**src/rtl/rr_priority_arbiter_pkg.sv**
```systemverilog
// ============================================================================
// Module   : arb_pkg
// Purpose  : Shared state type and default sizing for the round-robin arbiter.
// Revision : 1.0
// ============================================================================
`default_nettype none

package arb_pkg;

  typedef enum logic {
    IDLE  = 1'b0,
    GRANT = 1'b1
  } arb_state_t;

  localparam int ARB_N     = 8;
  localparam int ARB_IDX_W = 3;

endpackage : arb_pkg

`default_nettype wire

```
**src/rtl/rr_priority_arbiter_prio_enc.sv**
```systemverilog
// ============================================================================
// Module   : prio_enc_n
// Purpose  : Combinational encoder returning the highest set bit index.
// Revision : 1.0
// ============================================================================
`default_nettype none

module prio_enc_n
  import arb_pkg::*;
#(
  parameter int N = ARB_N
) (
  input  logic [N-1:0]         vec_i,
  output logic [$clog2(N)-1:0] idx_o,
  output logic                 found_o
);

  localparam int IW = $clog2(N);

  // Ascending scan: the last set bit seen is the highest one.
  always_comb begin
    idx_o   = '0;
    found_o = 1'b0;
    for (int i = 0; i < N; i++) begin
      if (vec_i[i]) begin
        idx_o   = IW'(i);
        found_o = 1'b1;
      end
    end
  end

endmodule : prio_enc_n

`default_nettype wire

```
**src/rtl/rr_priority_arbiter.sv**
```systemverilog
// ============================================================================
// Module   : rr_priority_arbiter
// Purpose  : N-way arbiter, fixed or rotating priority, grant held until release.
// Revision : 1.0
// ============================================================================
`default_nettype none

module rr_priority_arbiter
  import arb_pkg::*;
#(
  parameter int N      = ARB_N,
  parameter int ROTATE = 1
) (
  input  logic                 clk,
  input  logic                 rst,
  input  logic [N-1:0]         req,
  input  logic                 done,
  output logic [N-1:0]         gnt,
  output logic [$clog2(N)-1:0] gnt_idx,
  output logic                 gnt_vld
);

  localparam int IW = $clog2(N);

  arb_state_t     state_q;
  logic [IW-1:0]  ptr_q;
  logic [IW-1:0]  idx_q;
  logic [N-1:0]   gnt_q;
  logic           vld_q;

  logic [IW-1:0]  shift_d;
  logic [N-1:0]   rot_d;
  logic [IW-1:0]  enc_idx_d;
  logic           found_d;
  logic [IW-1:0]  winner_d;
  logic           release_d;

  // Rotating left by (N-1-ptr) puts ptr at the MSB; N-1-ptr == ~ptr for N = 2^k.
  assign shift_d = ~ptr_q;

  always_comb begin
    rot_d = '0;
    for (int i = 0; i < N; i++) begin
      rot_d[i] = req[IW'(i) - shift_d];
    end
  end

  prio_enc_n #(
    .N (N)
  ) u_prio_enc (
    .vec_i   (rot_d),
    .idx_o   (enc_idx_d),
    .found_o (found_d)
  );

  assign winner_d  = enc_idx_d + ptr_q + IW'(1);
  assign release_d = done | ~req[idx_q];

  always_ff @(posedge clk) begin
    if (rst) begin
      state_q <= IDLE;
      ptr_q   <= '1;
      gnt_q   <= '0;
      idx_q   <= '0;
      vld_q   <= 1'b0;
    end else begin
      case (state_q)
        IDLE: begin
          if (found_d) begin
            state_q <= GRANT;
            gnt_q   <= {{(N-1){1'b0}}, 1'b1} << winner_d;
            idx_q   <= winner_d;
            vld_q   <= 1'b1;
          end
        end
        GRANT: begin
          if (release_d) begin
            state_q <= IDLE;
            gnt_q   <= '0;
            idx_q   <= '0;
            vld_q   <= 1'b0;
            // Previous owner drops to lowest priority.
            if (ROTATE != 0) begin
              ptr_q <= idx_q - IW'(1);
            end
          end
        end
      endcase
    end
  end

  assign gnt     = gnt_q;
  assign gnt_idx = idx_q;
  assign gnt_vld = vld_q;

endmodule : rr_priority_arbiter

`default_nettype wire

```
**config.mk**
```make
export PLATFORM = sky130hd
export DESIGN_NAME = rr_priority_arbiter
export DESIGN_NICKNAME = d
export VERILOG_FILES = /design/src/rtl/rr_priority_arbiter_pkg.sv /design/src/rtl/rr_priority_arbiter_prio_enc.sv /design/src/rtl/rr_priority_arbiter.sv
export SDC_FILE = /design/constraint.sdc
export NUM_CORES = 1
export LEC_CHECK = 0
export BUFFER_PORTS_ARGS = -buffer_cell sky130_fd_sc_hd__buf_2
export CORE_ASPECT_RATIO = 0.75
export CORE_UTILIZATION = 30
export CTS_CLUSTER_DIAMETER = 100
export DETAILED_ROUTE_END_ITERATION = 12
export SYNTH_ARGS = -nofsm -noshare
export SYNTH_HDL_FRONTEND = slang
export SYNTH_SLANG_ARGS = --single-unit
export TNS_END_PERCENT = 1
```
**constraint.sdc**
```tcl
create_clock -name clk -period 4.9 [get_ports clk]
set_input_delay 0.49 -clock clk [delete_from_list [all_inputs] [get_ports clk]]
set_output_delay 0.49 -clock clk [all_outputs]
set_load 0.01 [all_outputs]
```
# ---- After elaboration in Yosys (flattened, before gate mapping)
# Cells that the tools add are included.
dict set report totals {
  in_bits 11
  latchBits 0
  mem_bits_rw 0
  word_cells 79
  output_inout_bits 12
  ff_bits 16
  romBits 0
  n_memories 0
}
dict set report op_classes {
  shift 1
  n_addsub 11
  bitwise_logic 4
  multipliers 0
  muxes 45
  reduce_logical 2
  n_lt_le_gt_ge 9
  div 0
  n_eq_ne 2
}
# operator n
set op_table {}
lappend op_table {{less-than comparator 3 x 4 -> 1 bit, second input constant} 9}
lappend op_table {{binary-select mux 1 bit (select 3 bit)} 9}
lappend op_table {{two-way mux 1 bit} 22}
lappend op_table {{two-way mux 3 bit} 6}
lappend op_table {{two-way mux 8 bit} 2}
lappend op_table {{one-hot mux 8 bit (2 select lines)} 1}
lappend op_table {{subtractor 3 bit, first input constant} 4}
lappend op_table {{left shift 1 x 3 -> 8 bit, first input constant} 1}
lappend op_table {{one-hot mux 3 bit (2 select lines)} 1}
lappend op_table {{subtractor 1 x 3 -> 3 bit, first input constant} 2}
lappend op_table {{subtractor 2 x 3 -> 3 bit, first input constant} 2}
lappend op_table {{two-way mux 2 bit} 2}
lappend op_table {{one-hot mux 1 bit (2 select lines)} 2}
lappend op_table {{AND reduction 2 bit} 2}
lappend op_table {{adder 3 x 1 -> 3 bit, second input constant} 1}
lappend op_table {{adder 3 bit} 1}
lappend op_table {{NOT 3 bit} 1}
lappend op_table {{subtractor 3 x 1 -> 3 bit, second input constant} 1}
lappend op_table {{!= test 2 x 1 -> 1 bit, second input constant} 1}
lappend op_table {{!= test 2 bit, second input constant} 1}
lappend op_table {{NOT 1 bit} 2}
lappend op_table {{OR 1 bit} 1}

# ---- Logic depth before layout (Yosys ltp)
# Gate-level depths: netlist (run 1).
dict set report depth {
  word_depth 16
  depth_mapped 18
  depth_no_buf 15
}

# ---- Cells and area by module
# Synthesis (run 1) repeated with hierarchy kept, for this count alone.
dict set report hier_totals {
  cells_unflattened 146
  hier_area_um2 1353.8
}
# mod n_inst cells_per_inst seq_area_each_um2 area_each_um2
set modules_own_cells {}
lappend modules_own_cells {rr_priority_arbiter 1 134 320.3 1296.2}
lappend modules_own_cells {prio_enc_n 1 12 0.0 57.6}

# ---- Least setup slack after synthesis (run 1)
# No wires, ideal clock.
dict set report synth_path {
  path_type {register to register}
  start {register ptr_q[0]}
  end {register gnt_q[5] (netlist: gnt[5])}
  arrival_time_ps 3734
  setup_ps 117
  setup_slack_ps 1048
  synth_period_minus_slack_ps 3852
  stages_incl_launch_ff 19
  required_ps 4783
  path_buffers 3
  cell_sequence {dfxtp_1 > buf_6 > clkbuf_1 > inv_1 > ha_1 > buf_2 > mux2_2 > mux2i_1 > a221oi_2 > a21oi_1 > o21ai_0 > and2_1 > ha_1 > fa_1 > nand2_1 > nor3_1 > a21o_1 > o31a_1 > a32o_1}
}
dict set report synth_between {
  elab_chain_cells 16
  word_cells_on_any_way 47
  classes_between {10 x add/sub; 1 x eq/ne; 1 x shift; 33 x mux; 1 x bitwise; 1 x reduce/logical}
}
# item line_no
set synth_lines {}
lappend synth_lines {{start, declared} rr_priority_arbiter.sv:26} ;# logic [IW-1:0] ptr_q;
lappend synth_lines {{start signal, assigned} rr_priority_arbiter.sv:84} ;# ptr_q <= idx_q - IW'(1);
lappend synth_lines {{NOT 3 bit} rr_priority_arbiter.sv:39} ;# assign shift_d = ~ptr_q;
lappend synth_lines {{subtractor 1 x 3 -> 3 bit} rr_priority_arbiter.sv:44} ;# rot_d[i] = req[IW'(i) - shift_d];
lappend synth_lines {{binary-select mux 1 bit (select 3 bit)} rr_priority_arbiter.sv:44}
lappend synth_lines {{two-way mux 1 bit (implied by the code)} rr_priority_arbiter.sv:44}
lappend synth_lines {{two-way mux 1 bit} rr_priority_arbiter_prio_enc.sv:25} ;# if (vec_i[i]) begin
lappend synth_lines {{two-way mux 2 bit (2 in a row)} rr_priority_arbiter_prio_enc.sv:25}
lappend synth_lines {{two-way mux 3 bit (4 in a row)} rr_priority_arbiter_prio_enc.sv:25}
lappend synth_lines {{adder 3 bit} rr_priority_arbiter.sv:56} ;# assign winner_d = enc_idx_d + ptr_q + IW'(1);
lappend synth_lines {{adder 3 x 1 -> 3 bit} rr_priority_arbiter.sv:56}
lappend synth_lines {{left shift 1 x 3 -> 8 bit} rr_priority_arbiter.sv:71} ;# gnt_q <= {{(N-1){1'b0}}, 1'b1} << winner_d;
lappend synth_lines {{two-way mux 8 bit} rr_priority_arbiter.sv:69} ;# if (found_d) begin
lappend synth_lines {{one-hot mux 8 bit (2 select lines)} rr_priority_arbiter.sv:67} ;# case (state_q)
lappend synth_lines {{end signal, assigned} rr_priority_arbiter.sv:71}
lappend synth_lines {{end, declared} rr_priority_arbiter.sv:28} ;# logic [N-1:0] gnt_q;
# Several ways; a longest one is shown, not always the timed one. The select of a mux whose other input is x is not followed.
# A chain may end at the register's enable or synchronous reset.

# ---- Worst setup path after layout (run 1)
dict set report layout_path {
  start {register ptr_q[1]}
  end {register gnt_q[7] (netlist: gnt[7])}
}
# Same word-level chain as after synthesis.

==> results of run 1 <==
[placed cells by master, fill, tap and decap left out, drive strengths merged, types with 3 or more instances in the layout]
cell and count:
buf 23, dfxtp 16, nor2 15, mux2i 10, mux4 10, nand2 8
mux2 8, nor3 7, inv 6, o21ai 6, nand2b 5, a21oi 4
nor2b 4, ha 4, clkbuf 4, o31ai 3, a32o 3, a211o 3
[metal layers]
metal	up-vias	wire (um)	track usage
li1	596	-	-
met5	-	0	0
met4	0	7	0.0153
met2	25	1480	0.223
met1	587	1610	0.209
met3	2	153	0.0311
[metrics by stage]
stage	hold slack, ns	util	worst slack (ns)	cells
global route	0.492	0.358	0.586	220
finish	0.446	0.358	0.866	220
CTS	0.450	0.358	0.905	220
detailed placement	0.434	0.346	0.934	216
global placement	0.433	0.346	1.01	216
floorplan	0.481	-	1.05	145
[sequential cells by signal (all words and copies together) (netlist names)]
name and count:
gnt_vld 1, gnt 8, ptr_q 3, state_q 1, gnt_idx 3
[final cells by class]
class	instances	area, um2	area share
multi-input cells	114	1020	0.635
flip-flops and latches	16	320	0.199
repair buffers	23	118	0.0732
well taps	57	71.3	0.0444
clock buffers	4	55.1	0.0342
inverters	6	22.5	0.0140
[critical path, delay by kind of cell (launching register included)]
kind / cells / cell delay (ns)
buffers and inverters: 1 / 0.14
adders and majority gates: 2 / 0.99
AOI/OAI and AO/OA: 5 / 1.09
and+or+nand+nor: 4 / 0.80
DFF: 1 / 0.54
muxes: 1 / 0.39
[logic make-up (layout without fill, tap and decap cells)]
family,Yosys count,after routing,share of synthesized area
fa+ha+maj,5,5,0.0496
xor+xnor,4,4,0.0381
mux,28,28,0.302
compound gates,33,33,0.179
buf+inv,15,33,0.0505
flops,16,16,0.227
simple gates,44,44,0.154
[Yosys cell counts, types with 2 or more instances]
cell type / instances / area (um2)
nand2_1: 8 / 30.0
o31a_1: 2 / 17.5
a32o_1: 3 / 30.0
inv_1: 6 / 22.5
buf_2: 3 / 15.0
xor2_1: 2 / 17.5
nand2b_1: 5 / 31.3
o21ai_0: 4 / 20.0
clkbuf_1: 4 / 15.0
nor2b_1: 4 / 25.0
mux4_1: 2 / 52.6
o21ai_1: 2 / 10.0
mux4_2: 8 / 180
o31ai_1: 3 / 22.5
mux2_2: 7 / 78.8
dfxtp_1: 16 / 320
nor2_1: 15 / 56.3
mux2i_1: 10 / 100
a21oi_1: 4 / 20.0
ha_1: 4 / 50.1
a22o_1: 2 / 17.5
a211o_1: 3 / 26.3
o41ai_1: 2 / 17.5
nor3_1: 6 / 30.0
[power by group]
part	internal (uW)	leakage (uW)	switching, uW
clock network	71.4	0.0000288	48.0
logic	284	0.000524	324
registers	168	0.000131	52.6
total	523	0.000684	425
[path summary, 6_finish.rpt]
path              cells after the start  startpoint  slack [ns]  endpoint
setup reg to reg                     13    ptr_q[1]        0.87    gnt[7]
hold reg to reg                       2      gnt[2]        0.45    gnt[2]
setup / recovery                     13    ptr_q[1]        0.87    gnt[7]
hold / removal                        2      gnt[2]        0.45    gnt[2]
==> impl_metrics.json, run 1 <==
{
  "synth_area_per_cell_um2": 9.74,
  "io_buffers": 22,
  "ys_seq_area_frac": 0.227,
  "ys_warn_count": 0,
  "max_stage_delay_ns": 0.54,
  "relSlewSlack": 0.507,
  "min_path_type": "flop to flop",
  "max_freq_ghz": 0.248,
  "crit_arrival_ns": 4.18,
  "wirelength_um": 3240,
  "finalPower_uw": 948,
  "drv_cap": 0,
  "clockBufferDepth": 2,
  "grtUsageTotal": 0.143,
  "synth_edf_count": 0,
  "ctsHoldBuffers": 0,
  "antennaDiodeCount": 0,
  "viasPerCell": 5.50,
  "ir_drop_mv": 0.271,
  "cts_tree": "yes",
  "worstPathRequired_ns": 5.05,
  "drive_gt1_frac": 0.282,
  "crit_top_cell": "nor3_1",
  "tns_ns": 0,
  "cp_slowest_cell": "dfxtp_1",
  "die_w_um": 81.2,
  "insertion_delay_ns": 0.25,
  "wire_per_inst_um": 14.7,
  "drt_iter0_markers": 58,
  "cts_sinks": 16,
  "initial_utilization": 0.314,
  "die-area_um2": 4990,
  "num_vias": 1210,
  "synth_cell_types": 44,
  "setup_viol": 0,
  "crit_path_start_kind": "flop",
  "maxSlewViolCount": 0,
  "netlist_area_um2": 1410,
  "fillers": 445,
  "p_per_area_nw_per_um2": 590,
  "async_reset_ff_frac": 0,
  "finClkSkew_ns": 0.00189,
  "cts_buffers": 3,
  "first_global_vias": 1081,
  "clock-root-buffer": "clkbuf_8",
  "worstSetupEndpointType": "flop",
  "hpwl_um": 2490,
  "pin_count": 23,
  "area_growth_pct": 13.8,
  "status": "complete, no violations",
  "hold_viol": 0,
  "dr.pass1.iters": 4,
  "rows": 21,
  "critPathKind": "flop to flop",
  "max_slew.worst_pin.slew_ns": 0.739,
  "drc": 0,
  "p_leak_uw": 0.000684,
  "syn_nets": 161,
  "rsz0062_at_grt": "false",
  "cts_resized": 0,
  "path_clk_slew_ns": 0.07,
  "ys_ff_latch": 16,
  "gp_congestion": 0.840,
  "synth_ff_type": "dfxtp_1",
  "cts_max_level": 1,
  "postSynthCellCount": 145,
  "grt_start_max_net_pins": 16,
  "placed_cell_area_um2": 1550,
  "worstPathCellList": "inv_1, ha_1, mux2_2, nor3_1, a221oi_2, nor2_1, o22ai_1, fa_1, nand2_1, nor3_1, a21o_1, o31a_1, a32o_1",
  "cp_max_fo": 8,
  "fin_nets": 180,
  "period_needed_ns": 4.03,
  "die_y_um": 61.4,
  "postCtsSetupBuffers": 0,
  "grt_first_pass_wirelength_um": 5350,
  "finalCritPeriodShare": 0.823,
  "final_area_um2": 1610,
  "grt_overflow": 0,
  "antenna_found_initial": 0,
  "postRouteAntennaNets": 0,
  "core_area_um2": 4490
}
Note: power is estimated with default switching activity, not from simulation.
==> run 2, diff against run 1 <==
==> constraint.sdc (replaced) <==
create_clock -name clk -period 3.55 [get_ports clk]
set_input_delay 0.355 -clock clk [delete_from_list [all_inputs] [get_ports clk]]
set_output_delay 0.355 -clock clk [all_outputs]
set_load 0.01 [all_outputs]
==> run 2 against run 1 <==
  * Sequential share of layout area decreased by 0.72 points
  * First-iteration DRC count is 31% higher
  * Clock power rose by 33%
  * Routed wire length decreased by 0.15%
  * Critical path depth is 2 higher
  * Hold slack got worse by 0.0025 ns
  * Count of clock-buffer cells in the layout did not move
  * Register-to-register slack worse by 0.60 ns
  * Combinational power rose by 55%
  * Clock skew is 0.00068 ns lower
  * Flip-flop and latch count did not move
  * Fmax is 23% higher
  * Highest routed layer is now met3
==> impl_metrics.json, run 2 (same netlist as run 1, synthesis figures left out) <==
{
  "hold_viol": 0,
  "grtUsageTotal": 0.142,
  "antenna_found_initial": 0,
  "power.internal_uw": 784,
  "postRouteAntennaNets": 0,
  "cts_sinks": 16,
  "postCtsSetupBuffers": 0,
  "setup_viol": 0,
  "layout_common_cells": "buf_2 (22), dfxtp_1 (16), nor2_1 (15)",
  "die-area_um2": 4990,
  "wirelength_um": 3240,
  "ir_drop_mv": 0.350,
  "die_y_um": 61.4,
  "path_clk_slew_ns": 0.06,
  "finalWorstSetupSlack_ns": 0.262,
  "final_common_cell": "buf_2",
  "swShare": 0.436,
  "clkPwrFrac": 0.114,
  "initial_utilization": 0.314,
  "min_path_type": "input pin to flop",
  "finalPower_uw": 1390,
  "p_leak_uw": 0.000707,
  "drive_gt1_frac": 0.325,
  "worstSetupEndpointType": "flop",
  "cts_tree": "yes",
  "drt_iter0_markers": 76,
  "clockBufferDepth": 2,
  "max_slew.worst_pin.slew_ns": 0.652,
  "dr.pass1.iters": 4,
  "critPathKind": "flop to flop",
  "drv_cap": 0,
  "grt_start_max_net_pins": 15,
  "status": "complete, no violations",
  "fin_nets": 186,
  "wire_per_inst_um": 14.3,
  "pre_cts_slack_ns": 0.115,
  "maxSlewViolCount": 0,
  "crit_path_start_kind": "flop",
  "p_switching_uw": 606,
  "area_growth_pct": 18.1,
  "num_vias": 1207,
  "pin_count": 23,
  "period_needed_ns": 3.29,
  "core_area_um2": 4490,
  "viasPerCell": 5.34,
  "max_freq_ghz": 0.304,
  "placed_cell_area_um2": 1600,
  "cts_buffers": 3,
  "insertion_delay_ns": 0.24,
  "cts_max_level": 1,
  "clock-root-buffer": "clkbuf_8",
  "rsz0062_at_grt": "false",
  "die_w_um": 81.2,
  "grt_overflow": 0,
  "worstPathRequired_ns": 3.69,
  "finalCritPeriodShare": 0.926,
  "drc": 0,
  "grt_first_pass_wirelength_um": 5350,
  "hold_path.startpoint": "rst",
  "cp_max_fo": 8,
  "first_global_vias": 1037,
  "p_per_area_nw_per_um2": 833,
  "crit_arrival_ns": 3.43,
  "pwr-share-comb": 0.680,
  "largest_register_ff_count": 8,
  "rows": 21,
  "antennaDiodeCount": 0,
  "final_area_um2": 1670,
  "rr_startpoint": "ptr_q[0]",
  "relSlewSlack": 0.563,
  "tns_ns": 0,
  "startpoint": "ptr_q[0]",
  "hpwl_um": 2480,
  "finClkSkew_ns": 0.00122,
  "gp_congestion": 0.809,
  "seqPwrFrac": 0.206,
  "io_buffers": 22
}
==> run 2: power by group through the flow <==
stage / Sequential, uW / Combinational [uW] / Clock (uW)
after CTS: 286 / 925 / 161
after global placement: 288 / 926 / 0
after floorplan: 289 / 691 / 0
after global routing: 296 / 1050 / 170
after detailed placement: 290 / 921 / 0
final: 287 / 946 / 158
==> run 2: area by class of cell <==
class / instances / area (um2)
multi-input cells: 114 / 1030
well taps: 57 / 71.3
inverters: 6 / 22.5
fillers: 462 / 2830
flip-flops and latches: 16 / 320
clock buffers: 4 / 55.1
repair buffers: 29 / 166
==> run 2: worst paths after layout <==
kind	slack, ns	end	cells after the start
worst max-delay path	0.26	gnt[7]	15
worst min register to register	0.45	gnt[2]	2
worst min-delay path	0.44	gnt_idx[1]	2
worst max register to register	0.26	gnt[7]	15
==> run 2: per-stage QoR <==
step,hold slack (ns),util,instances
after floorplan,0.481,-,145
after global placement,0.433,0.356,222
after detailed placement,0.439,0.356,222
after CTS,0.448,0.368,226
after global routing,0.470,0.371,226
final,0.444,0.371,226
==> run 2: repair_timing <==
item,4_1_cts,5_1_grt
hold buffers,0,0
endpoints found under the setup margin,0,6
gates resized for setup,0,4
endpoints found under the hold margin,0,0
==> run 2: worst max-delay path, cell delays in order, from the launching register on <==
cell	delay, ns
dfxtp_1	0.34
inv_1	0.11
ha_4	0.34
mux2_2	0.36
mux2i_1	0.17
a221oi_2	0.11
a21oi_1	0.12
o21ai_0	0.08
and2_1	0.15
ha_1	0.19
fa_2	0.38
nand2_1	0.11
nor3_1	0.05
a21o_1	0.14
o31a_1	0.30
a32o_1	0.24
==> run 2: routing by layer <==
layer / part of all wire / vias up / track usage / wire length, um
li1: - / 604 / - / -
met1: 0.56 / 572 / 0.240 / 1820
met2: 0.40 / 31 / 0.186 / 1280
met3: 0.041 / 0 / 0.0222 / 134
met4: 0 / 0 / 0.0153 / 0
met5: 0 / - / 0 / 0
==> run 3, diff against run 2 <==
==> constraint.sdc (replaced) <==
create_clock -name clk -period 4.1 [get_ports clk]
set_input_delay 0.41 -clock clk [delete_from_list [all_inputs] [get_ports clk]]
set_output_delay 0.41 -clock clk [all_outputs]
set_load 0.01 [all_outputs]
==> run 3 against run 2 <==
  * Core utilization down 0.67 points
  * Largest cell class unchanged
  * Critical path depth is the same
  * Count of clock-buffer cells in the layout unchanged
  * Combinational power fell by 18%
  * Cell count fell by 0.88%
  * Sequential share of layout area increased by 0.35 points
  * Critical path type unchanged
  * Power fell by 17%
  * First-iteration DRC count increased by 18%
  * Non-clock buffer count down 2
  * Critical endpoint is now gnt[5]
==> impl_metrics.json, run 3 (same netlist as run 1, synthesis figures left out) <==
{
  "rr_worst_depth": 15,
  "num_vias": 1203,
  "cp_top_family": "compound AO/OA/AOI/OAI gates",
  "area_growth_pct": 15.9,
  "drt_iter0_markers": 90,
  "drive_gt1_frac": 0.299,
  "max_slew.worst_pin.slew_ns": 0.677,
  "crit_cells": 15,
  "grt_overflow": 0,
  "hold_viol": 0,
  "met1_length_um": 1590,
  "maxSlewViolCount": 0,
  "cp_max_fo": 8,
  "worstPathCellList": "inv_1, ha_1, mux2_2, mux2i_1, a221oi_2, a21oi_1, o21ai_0, and2_1, ha_1, fa_1, nand2_1, nor3_1, a21o_1, o31a_1, a32o_1",
  "drv_cap": 0,
  "cts_buffers": 3,
  "wire_per_inst_um": 14.1,
  "insertion_delay_ns": 0.25,
  "worst-path-buf-inv": 1,
  "final_area_um2": 1640,
  "pin_count": 23,
  "cts_tree": "yes",
  "rr_startpoint": "ptr_q[0]",
  "final_common_cell": "buf_2",
  "path_clk_slew_ns": 0.06,
  "max_stage_delay_ns": 0.46,
  "largest_register_ff_count": 8,
  "fin_hold_ws_ns": 0.448,
  "layout_common_cells": "buf_2 (22), dfxtp_1 (16), nor2_1 (15)",
  "wirelength_um": 3170,
  "min_path_type": "flop to flop",
  "startpoint": "ptr_q[0]",
  "status": "complete, no violations",
  "tns_ns": 0,
  "drc": 0,
  "cts_sinks": 16,
  "io_buffers": 22,
  "fillers": 438,
  "top_layer_used": "met4",
  "initial_utilization": 0.314,
  "rsz0062_at_grt": "false",
  "p_per_area_nw_per_um2": 707,
  "hpwl_um": 2500,
  "fin_nets": 184,
  "relSlewSlack": 0.549,
  "postCtsSetupBuffers": 0,
  "cts_max_level": 1,
  "crit_top_cell": "ha_1",
  "gp_congestion": 0.870,
  "ir_drop_mv": 0.261,
  "clockBufferDepth": 2,
  "p_leak_uw": 0.000703,
  "viasPerCell": 5.37,
  "grt_start_max_net_pins": 15,
  "dr.pass1.iters": 4,
  "wl_met2_um": 1400,
  "first_global_vias": 1050,
  "setup_viol": 0,
  "core_area_um2": 4490,
  "finClkSkew_ns": 0.00207,
  "worstSetupEndpointType": "flop",
  "reg2reg_to": "gnt[5]",
  "placed_cell_area_um2": 1580,
  "grt_first_pass_wirelength_um": 5310,
  "antenna_found_initial": 0,
  "finalCritPeriodShare": 0.884,
  "seqCellArea_um2": 320,
  "die_w_um": 81.2,
  "rows": 21,
  "critPathKind": "flop to flop",
  "multi_input_area_um2": 1020,
  "period_needed_ns": 3.62,
  "wl_met3_um": 171,
  "grtUsageTotal": 0.139,
  "antennaDiodeCount": 0,
  "worstPathRequired_ns": 4.24,
  "cts_resized": 0,
  "clock-root-buffer": "clkbuf_8",
  "die-area_um2": 4990,
  "reg2reg_slack_ns": 0.48,
  "postRouteAntennaNets": 0,
  "max_freq_ghz": 0.276,
  "ctsHoldBuffers": 0,
  "crit_end": "gnt[5]",
  "crit_path_start_kind": "flop",
  "cp_slowest_cell": "ha_1",
  "die_y_um": 61.4,
  "crit_arrival_ns": 3.77
}
[run 3: changes by cell type in the layout (fill, tap and decap cells not counted)]
cell	change
buf_4	-1
buf_6	-1
fa_1	+1
fa_2	-1
ha_1	+1
ha_4	-1
mux4_1	+1
mux4_2	-1
[run 3: how the worst min path moves through the flow]
stage                      start      to  slack [ns]  cells past startpoint
final                     gnt[2]  gnt[2]        0.45                      2
after global routing      gnt[1]  gnt[1]        0.49                      2
after CTS                 gnt[2]  gnt[2]        0.46                      2
after detailed placement  gnt[2]  gnt[2]        0.44                      2
after global placement    gnt[1]  gnt[1]        0.44                      2
after floorplan           gnt[0]  gnt[0]        0.48                      2
[run 3: stage by stage]
step / total power (uW) / std cells / util / setup WS [ns]
finish: 1160 / 224 / 0.365 / 0.475
global placement: 1010 / 220 / 0.352 / 0.581
floorplan: 838 / 145 / - / 0.248
detailed placement: 1010 / 220 / 0.352 / 0.503
CTS: 1160 / 224 / 0.365 / 0.492
global route: 1250 / 224 / 0.365 / 0.188
[run 3: worst register-to-register path: stages, from the launching register on]
cell      delay, ns
dfxtp_1        0.33
inv_1          0.08
ha_1           0.46
mux2_2         0.40
mux2i_1        0.18
a221oi_2       0.14
a21oi_1        0.13
o21ai_0        0.07
and2_1         0.14
ha_1           0.18
fa_1           0.45
nand2_1        0.13
nor3_1         0.05
a21o_1         0.17
o31a_1         0.36
a32o_1         0.24
[run 3: area by class of cell]
class | count | share of cell area
timing repair buffer | 27 | 0.0901
multi-input combinational | 114 | 0.623
clock buffer | 4 | 0.0336
sequential | 16 | 0.196
inverter | 6 | 0.0138
tap | 57 | 0.0435
[run 3: report_power, final]
part,switching [uW],leakage [uW],total [uW],internal [uW]
Combinational,412,0.000543,771,359
Clock,53.3,0.0000288,138,85.1
Sequential,47.3,0.000131,248,200
[run 3: metal layers]
layer / global-route usage / vias up
met5: 0 / -
met4: 0.0128 / 0
li1: - / 600
met3: 0.0341 / 2
met2: 0.200 / 35
met1: 0.215 / 566
